===== config.mk =====
export PLATFORM = sky130hd
export DESIGN_NAME = mult_div_unit
export DESIGN_NICKNAME = d
export VERILOG_FILES = /design/src/rtl/mult_div_unit.sv
export SDC_FILE = /design/constraint.sdc
export NUM_CORES = 1
export LEC_CHECK = 0
export ABC_CLOCK_PERIOD_IN_PS = 7800
export CORE_UTILIZATION = 25
export CTS_CLUSTER_DIAMETER = 100
export CTS_CLUSTER_SIZE = 10
export DETAILED_ROUTE_END_ITERATION = 7
export PLACE_DENSITY_LB_ADDON = 0.08
export SETUP_SLACK_MARGIN = 0.1
export SYNTH_ARGS = -nofsm -noshare
export SYNTH_HDL_FRONTEND = slang
export SYNTH_SLANG_ARGS = --single-unit

===== constraint.sdc =====
create_clock -name clk -period 7.8 [get_ports clk]
set_input_delay 2.34 -clock clk [delete_from_list [all_inputs] [get_ports clk]]
set_output_delay 2.34 -clock clk [all_outputs]
set_load 0.05 [all_outputs]

===== src/rtl/mult_div_unit.sv =====
// Iterative signed multiply/divide unit writing the HI/LO registers.
// Radix-2 Booth multiply and restoring divide, one step per clock over WIDTH steps.
module mult_div_unit #(
   parameter int WIDTH = 32
) (
   input  logic        clk,
   input  logic        reset,
   input  logic        start_mult,
   input  logic        start_div,
   input  logic [31:0] a_in,
   input  logic [31:0] b_in,
   output logic        busy,
   output logic        done,
   output logic        div_zero,
   output logic [31:0] hi_out,
   output logic [31:0] lo_out
);

   // state | meaning
   // IDLE  | waiting for start_mult / start_div
   // MULT  | Booth iterations, work = {P, Q, q-1}
   // DIV   | restoring iterations, work = {remainder, quotient, 0}
   // DONE  | one-cycle done pulse (result written or divide by zero)
   typedef enum logic [1:0] {IDLE, MULT, DIV, DONE} state_t;

   localparam logic [5:0] LAST = 6'(WIDTH - 1);

   state_t      state_q;
   logic [5:0]  cnt_q;
   logic [64:0] work_q;
   logic [31:0] m_q;
   logic        sa_q, sb_q;
   logic [31:0] hi_q, lo_q;
   logic        busy_q, done_q, dz_q;

   logic [32:0] booth_sum;
   logic [64:0] mult_d;
   logic [32:0] rem_sh, trial;
   logic [64:0] div_d;
   logic [31:0] quo_fix_d, rem_fix_d;
   logic [31:0] abs_a, abs_b;

   always_comb begin
      abs_a = a_in[31] ? (~a_in + 32'd1) : a_in;
      abs_b = b_in[31] ? (~b_in + 32'd1) : b_in;

      // P is sign-extended to 33 bits so P - M cannot overflow when M = -2^31
      booth_sum = {work_q[64], work_q[64:33]};
      case (work_q[1:0])
         2'b01:   booth_sum = booth_sum + {m_q[31], m_q};
         2'b10:   booth_sum = booth_sum - {m_q[31], m_q};
         default: booth_sum = booth_sum;
      endcase
      mult_d = {booth_sum, work_q[32:1]};

      rem_sh = {work_q[64:33], work_q[32]};
      trial  = rem_sh - {1'b0, m_q};
      if (!trial[32]) div_d = {trial[31:0],  work_q[31:1], 1'b1, 1'b0};
      else            div_d = {rem_sh[31:0], work_q[31:1], 1'b0, 1'b0};

      quo_fix_d = (sa_q ^ sb_q) ? (~div_d[32:1] + 32'd1) : div_d[32:1];
      rem_fix_d = sa_q ? (~div_d[64:33] + 32'd1) : div_d[64:33];
   end

   always_ff @(posedge clk) begin
      if (reset) begin
         state_q <= IDLE;
         cnt_q   <= '0;
         work_q  <= '0;
         m_q     <= '0;
         sa_q    <= 1'b0;
         sb_q    <= 1'b0;
         hi_q    <= '0;
         lo_q    <= '0;
         busy_q  <= 1'b0;
         done_q  <= 1'b0;
         dz_q    <= 1'b0;
      end else begin
         case (state_q)
            IDLE: begin
               done_q <= 1'b0;
               dz_q   <= 1'b0;
               if (start_mult) begin
                  state_q <= MULT;
                  cnt_q   <= '0;
                  work_q  <= {32'd0, b_in, 1'b0};
                  m_q     <= a_in;
                  busy_q  <= 1'b1;
               end else if (start_div && b_in == 32'd0) begin
                  state_q <= DONE;
                  done_q  <= 1'b1;
                  dz_q    <= 1'b1;
               end else if (start_div) begin
                  state_q <= DIV;
                  cnt_q   <= '0;
                  work_q  <= {32'd0, abs_a, 1'b0};
                  m_q     <= abs_b;
                  sa_q    <= a_in[31];
                  sb_q    <= b_in[31];
                  busy_q  <= 1'b1;
               end
            end
            MULT: begin
               work_q <= mult_d;
               cnt_q  <= cnt_q + 6'd1;
               if (cnt_q == LAST) begin
                  hi_q    <= mult_d[64:33];
                  lo_q    <= mult_d[32:1];
                  state_q <= DONE;
                  busy_q  <= 1'b0;
                  done_q  <= 1'b1;
               end
            end
            DIV: begin
               work_q <= div_d;
               cnt_q  <= cnt_q + 6'd1;
               if (cnt_q == LAST) begin
                  hi_q    <= rem_fix_d;
                  lo_q    <= quo_fix_d;
                  state_q <= DONE;
                  busy_q  <= 1'b0;
                  done_q  <= 1'b1;
               end
            end
            DONE: begin
               state_q <= IDLE;
               done_q  <= 1'b0;
               dz_q    <= 1'b0;
            end
            default: state_q <= IDLE;
         endcase
      end
   end

   assign busy     = busy_q;
   assign done     = done_q;
   assign div_zero = dz_q;
   assign hi_out   = hi_q;
   assign lo_out   = lo_q;

endmodule


# ---- Yosys cells after proc, flatten, opt, wreduce, memory -nomap -nowiden
# Cells that the tools add are included.
dict set report word_totals {
  regBits 174
  in_bits 68
  out_inout_bits 67
  word_cells 93
}
dict set report op_classes {
  add_sub_neg 8
  eq_ne 13
  muxes 38
  bitwise 7
  reduce_logical 16
}
# op count
set op_table {}
lappend op_table {{$mux W32} 11}
lappend op_table {{$mux W65} 4}
lappend op_table {{$pmux W65 S3} 1}
lappend op_table {{$add A32 B1 Y32 const B} 4}
lappend op_table {{$not A32 Y32} 4}
lappend op_table {{$pmux W32 S2} 2}
lappend op_table {{$pmux W33 S2} 1}
lappend op_table {{$add A32 B32 Y33} 1}
lappend op_table {{$sub A32 B32 Y33} 1}
lappend op_table {{$sub A33 B32 Y33} 1}
lappend op_table {{$logic_not A32 Y1} 1}
lappend op_table {{$mux W6} 3}
lappend op_table {{$pmux W6 S2} 1}
lappend op_table {{$reduce_and A3 Y1} 4}
lappend op_table {{$mux W2} 4}
lappend op_table {{$reduce_and A4 Y1} 2}
lappend op_table {{$reduce_bool A2 Y1} 4}
lappend op_table {{$mux W1} 7}
lappend op_table {{$add A6 B1 Y6 const B} 1}
lappend op_table {{$eq A2 B2 Y1 const B} 3}
lappend op_table {{$eq A6 B5 Y1 const B} 1}
lappend op_table {{$ne A2 B2 Y1 const B} 3}
lappend op_table {{$ne A3 B3 Y1 const B} 2}
lappend op_table {{$pmux W2 S3} 1}
lappend op_table {{12 further kinds} 15}

# ---- Depth between registers and ports, before layout
dict set report logic_depth {
  depth_word 7
  ltp_mapped 24
  ltp_nobuf 22
}

# ---- Worst setup path before layout
# Ideal clock, no wire load.
dict set report synth_timing {
  path_kind {register -> register}
  start {reg m_q[13]}
  end {reg hi_q[30] (netlist: hi_out[30])}
  setup_time_ps 79
  arrival_time_ps 5056
  required_time_ps 7721
  setup_slack_ps 2664
  stages_incl_launch_ff 25
  n_path_buf 3
  synth_period_minus_slack_ps 5136
  path_cell_list {dfxtp_1 -> inv_1 -> ha_1 -> buf_4 -> a21oi_1 -> o21a_1 -> a2111o_1 -> a311o_1 -> a21oi_4 -> nor2_4 -> inv_2 -> clkbuf_1 -> buf_1 -> nand2_1 -> o21ai_0 -> inv_1 -> ha_1 -> nor2b_1 -> nand3_1 -> mux2i_1 -> a311oi_1 -> nor4b_2 -> nor3b_2 -> mux2i_1 -> a211oi_2}
}
dict set report synth_between {
  elab_chain_len 7
  elab_cells_between_ends 11
  classes_between {add/sub (4); mux (6); bitwise (1)}
}
# item line
set synth_rtl {}
lappend synth_rtl {{start: declaration} 31} ;# logic [31:0] m_q;
lappend synth_rtl {{start signal: assignment} 87} ;# m_q <= a_in;
lappend synth_rtl {{start signal: assignment} 97} ;# m_q <= abs_b;
lappend synth_rtl {{$sub A33 B32 Y33} 57} ;# trial = rem_sh - {1'b0, m_q};
lappend synth_rtl {{$mux W65} 58} ;# if (!trial[32]) div_d = {trial[31:0], work_q[31:1], 1'b1, 1'b0};
lappend synth_rtl {{$not A32 Y32} 62} ;# rem_fix_d = sa_q ? (~div_d[64:33] + 32'd1) : div_d[64:33];
lappend synth_rtl {{$add A32 B1 Y32} 62}
lappend synth_rtl {{$mux W32} 62}
lappend synth_rtl {{$mux W32} 117} ;# if (cnt_q == LAST) begin
lappend synth_rtl {{$pmux W32 S2 (*)} 79} ;# case (state_q)
lappend synth_rtl {{end signal: assignment} 107} ;# hi_q <= mult_d[64:33];
lappend synth_rtl {{end signal: assignment} 118} ;# hi_q <= rem_fix_d;
lappend synth_rtl {{end: declaration} 33} ;# logic [31:0] hi_q, lo_q;
# Every way passes the cells marked *; elsewhere a longest branch is shown, timed or not. The select of a mux whose other input is x is not followed.
# A chain may end at the register's enable or synchronous reset.

# ---- Final worst setup path
dict set report layout_timing {
  start {reg work_q[32]}
  end {reg hi_q[30] (netlist: hi_out[30])}
}
dict set report layout_between {
  elab_chain_len 7
}
# item line
set layout_rtl {}
lappend layout_rtl {{start: declaration} 30} ;# logic [64:0] work_q;
lappend layout_rtl {{start signal: assignment} 86} ;# work_q <= {32'd0, b_in, 1'b0};
lappend layout_rtl {{start signal: assignment} 96} ;# work_q <= {32'd0, abs_a, 1'b0};
lappend layout_rtl {{start signal: assignment} 104} ;# work_q <= mult_d;
lappend layout_rtl {{$sub A33 B32 Y33} 57}
lappend layout_rtl {{$mux W65 (*)} 58}
lappend layout_rtl {{$not A32 Y32} 62}
lappend layout_rtl {{$add A32 B1 Y32} 62}
lappend layout_rtl {{$mux W32 (*)} 62}
lappend layout_rtl {{$mux W32 (*)} 117}
lappend layout_rtl {{$pmux W32 S2 (*)} 79}
# Marked as above.

==> metrics.md <==
| Metric | Value |
|---|---|
| Status | finished, final reports clean |
| Syn nets | 2438 |
| Initial Utilization | 0.253 |
| Core area | 64500 sq um |
| Wire per inst | 22.7 um |
| Nets@finish | 2459 |
| Startpoint Class | flop |
| Main flop type after synthesis | dfxtp_1 |
| RSZ-0062 raised after global routing | no |
| Mean number of vias per cell | 5.38 |
| Pleak | 6.97 nW |
| CP Capture Type | flop |
| Drt pass-1 iters | 7 |
| Antenna-violating nets left | 0 |
| Port Buffers | 134 |
| I/O pin count | 135 |
| Seq pwr share | 0.205 |
| H-tree levels | 4 |
| Net Sw Frac | 0.545 |
| Power, Total | 6.45 mW |
| Post-synth EDFFs | 0 |
| Core Rows | 93 |
| Area contributors post-synth | dfxtp_1, a21oi_1, nor2_1 |
| Slew margin rel. | 0.234 |
| Worst Min Path Start | work_q[0]$_SDFFE_PP0P_ |
| Final WL | 72200 um |
| Most frequent cells in the layout | nor2_1, a21oi_1, nand2_1 |
| R2r startpoint | work_q[32]$_SDFFE_PP0P_ |
| Syn-to-layout area delta | 16.6% |
| Total GRT Usage | 0.215 |
| Post-synth top area cell | dfxtp_1 |
| Dpl hpwl | 56000 um |
| Number of antenna violations at the first check in global routing | 0 |
| Fin Setup TNS | 0 ps |
| PostCTS Resize Cnt | 0 |
| Hold path endpoint | work_q[0]$_SDFFE_PP0P_ |
| Gr ovfl total | 0 |
| Die ar. | 66400 sq um |
| Final setup fails | 0 |
| Synth warnings | 0 |
| Global placer's final weighted congestion | 0.881 |
| CTS tree | done |
| Vias | 17133 |
| Skew-Pair Late Insertion Delay | 510 ps |
| Vias in the first global route | 16756 |
| Clock skew | 17.6 ps |
| Worst Setup Path Type | flop to flop |
| Final Hold Viols | 0 |
| Worst Hold Class | flop to flop |
| Initial drt markers | 1082 |
| Largest net degree at the start of global routing | 90 |
| Vert. Die Dim | 258 um |
| Register area share after synthesis | 0.213 |
| Slew Viols, Final | 0 |
| Slew @ Worst Pin | 1130 ps |
| CTS clk-pin slew, worst paths | 80 ps |
| Syn Area/Cell | 7.12 sq um |
| Reg2reg path depth | 22 |
| Clock power share | 0.148 |
| Synthesized instance count | 2293 |
| CP max FO | 12 |
| Logic gate share of total power | 0.647 |
| Post-synth ARST share | 0 |
| Yosys reg bits | 174 |
| CP required | 8190 ps |
| DRC viols | 0 |
| Root Driver | clkbuf_16 |
| Sw power | 3.52 mW |
| Total CTS buffers | 17 |
| Post-synthesis cell type count | 88 |
| FF-to-FF setup slack | 1930 ps |
| Max Cap Viol | 0 |
| Die Wd | 258 um |
| Hold path cells | 2 |
| Fmax | 0.170 GHz |
| Worst path arrival time | 6250 ps |
| CTS sink cnt | 174 |
| Placement Setup Slack | 1780 ps |
| Post-synth top area share | 0.213 |
| Proportion of layout cells with a drive suffix above 1 | 0.0520 |
| Worst r2r dst | hi_out[30]$_SDFFE_PP0P_ |
| Max VDD drop | 0.191 mV |
| Clk buf depth | 2 |
| PwrDens | 339 nW/um^2 |
| P_int | 2.93 mW |
| Fin crit share | 0.752 |
| Post-route minimum period | 5870 ps |
| Global-route wire length before repair | 108000 um |
| Mapped Area | 16300 sq um |
| Commonest non-fill, non-tap cell in the layout | nor2_1 |
| CTS Hold Bufs | 0 |
| WHS | 454 ps |
| Post-route worst setup slack | 1930 ps |
| Post-CTS setup buffer count | 0 |
[layout make-up]
cell class | count | area [sq um]
fillers | 7034 | 45400
clock buffers | 17 | 425
repair buffers | 167 | 1600
diodes | 2 | 5.00
well taps | 855 | 1070
inverters | 73 | 274
multi-input cells | 1881 | 12000
clock inverters | 15 | 206
flip-flops and latches | 174 | 3480
[cell usage after synthesis, drive strengths merged, types with 21 or more instances]
cell and n:
a21oi 247, mux2i 35, buf 21, ha 75, inv 73, a31oi 30
nand2b 21, a221oi 28, nand2 229, o21ai 134, nor3 64, xor2 99
o31ai 45, o211ai 29, or3 22, nand3 40, clkbuf 144, nor2 277
a22oi 28, a211oi 64, dfxtp 174, a21o 33, nor4 22, xnor2 88
[state kept, by name, indices dropped and copies added, names as in the netlist]
signal / count
hi_out: 32
div_zero: 1
m_q: 32
done: 1
lo_out: 32
state_q: 2
sb_q: 1
sa_q: 1
cnt_q: 6
busy: 1
work_q: 65
[metal layers]
layer  part of all wire  track usage
met5                  0            0
met3              0.027       0.0217
met4              0.027       0.0717
met2               0.51        0.390
met1               0.44        0.262
[cell families after synthesis]
kind of cell	after synthesis	share of synthesized area
AND/OR/NAND/NOR	802	0.230
AO/OA/AOI/OAI	762	0.305
buffers and inverters	238	0.0562
XOR/XNOR	187	0.100
flip-flops	174	0.213
adder cells (fa/ha/maj)	77	0.0599
multiplexers	53	0.0355
[worst max-delay path by stage]
stage                       startpoint                       to  slack, ps
5_1_grt        work_q[32]$_SDFFE_PP0P_  hi_out[30]$_SDFFE_PP0P_       1470
3_3_place_gp                  b_in[13]  work_q[63]$_SDFFE_PP0P_       1810
6_report       work_q[32]$_SDFFE_PP0P_  hi_out[30]$_SDFFE_PP0P_       1930
2_1_floorplan     m_q[13]$_SDFFE_PP0P_  hi_out[30]$_SDFFE_PP0P_       2660
4_1_cts        work_q[32]$_SDFFE_PP0P_  hi_out[30]$_SDFFE_PP0P_       1970
3_5_place_dp                   b_in[1]  work_q[63]$_SDFFE_PP0P_       1780
[power groups by stage]
stage	clock [mW]	combinational (mW)	sequential, mW
2_1_floorplan	0	2.97	1.18
3_5_place_dp	0	4.18	1.35
6_report	0.952	4.17	1.33
3_3_place_gp	0	4.17	1.35
5_1_grt	1.01	4.57	1.36
4_1_cts	0.983	4.20	1.33
[per-stage QoR]
step                cells  cell area, sq um   util
floorplan            2293             16300      -
global placement     3150             18400  0.286
detailed placement   3150             18400  0.286
CTS                  3182             19000  0.295
global route         3182             19000  0.295
finish               3184             19100  0.296
[worst max-delay path: stages (launching register included)]
cell      delay (ps)
dfxtp_1          430
inv_1             90
ha_1             230
fa_1             400
nand2b_1         230
a21oi_1          340
o211ai_1         240
a311o_1          410
a21oi_4          450
nor2_4            80
inv_2            280
nor2_1            70
a21oi_1          240
ha_1             320
nor2b_1          200
nand3_1           90
mux2i_1          140
a311oi_1          70
buf_4            210
nor4b_2          590
nor3b_2          290
mux2i_1          240
a211oi_2          90
No activity file was read; power rests on OpenSTA's default activity.
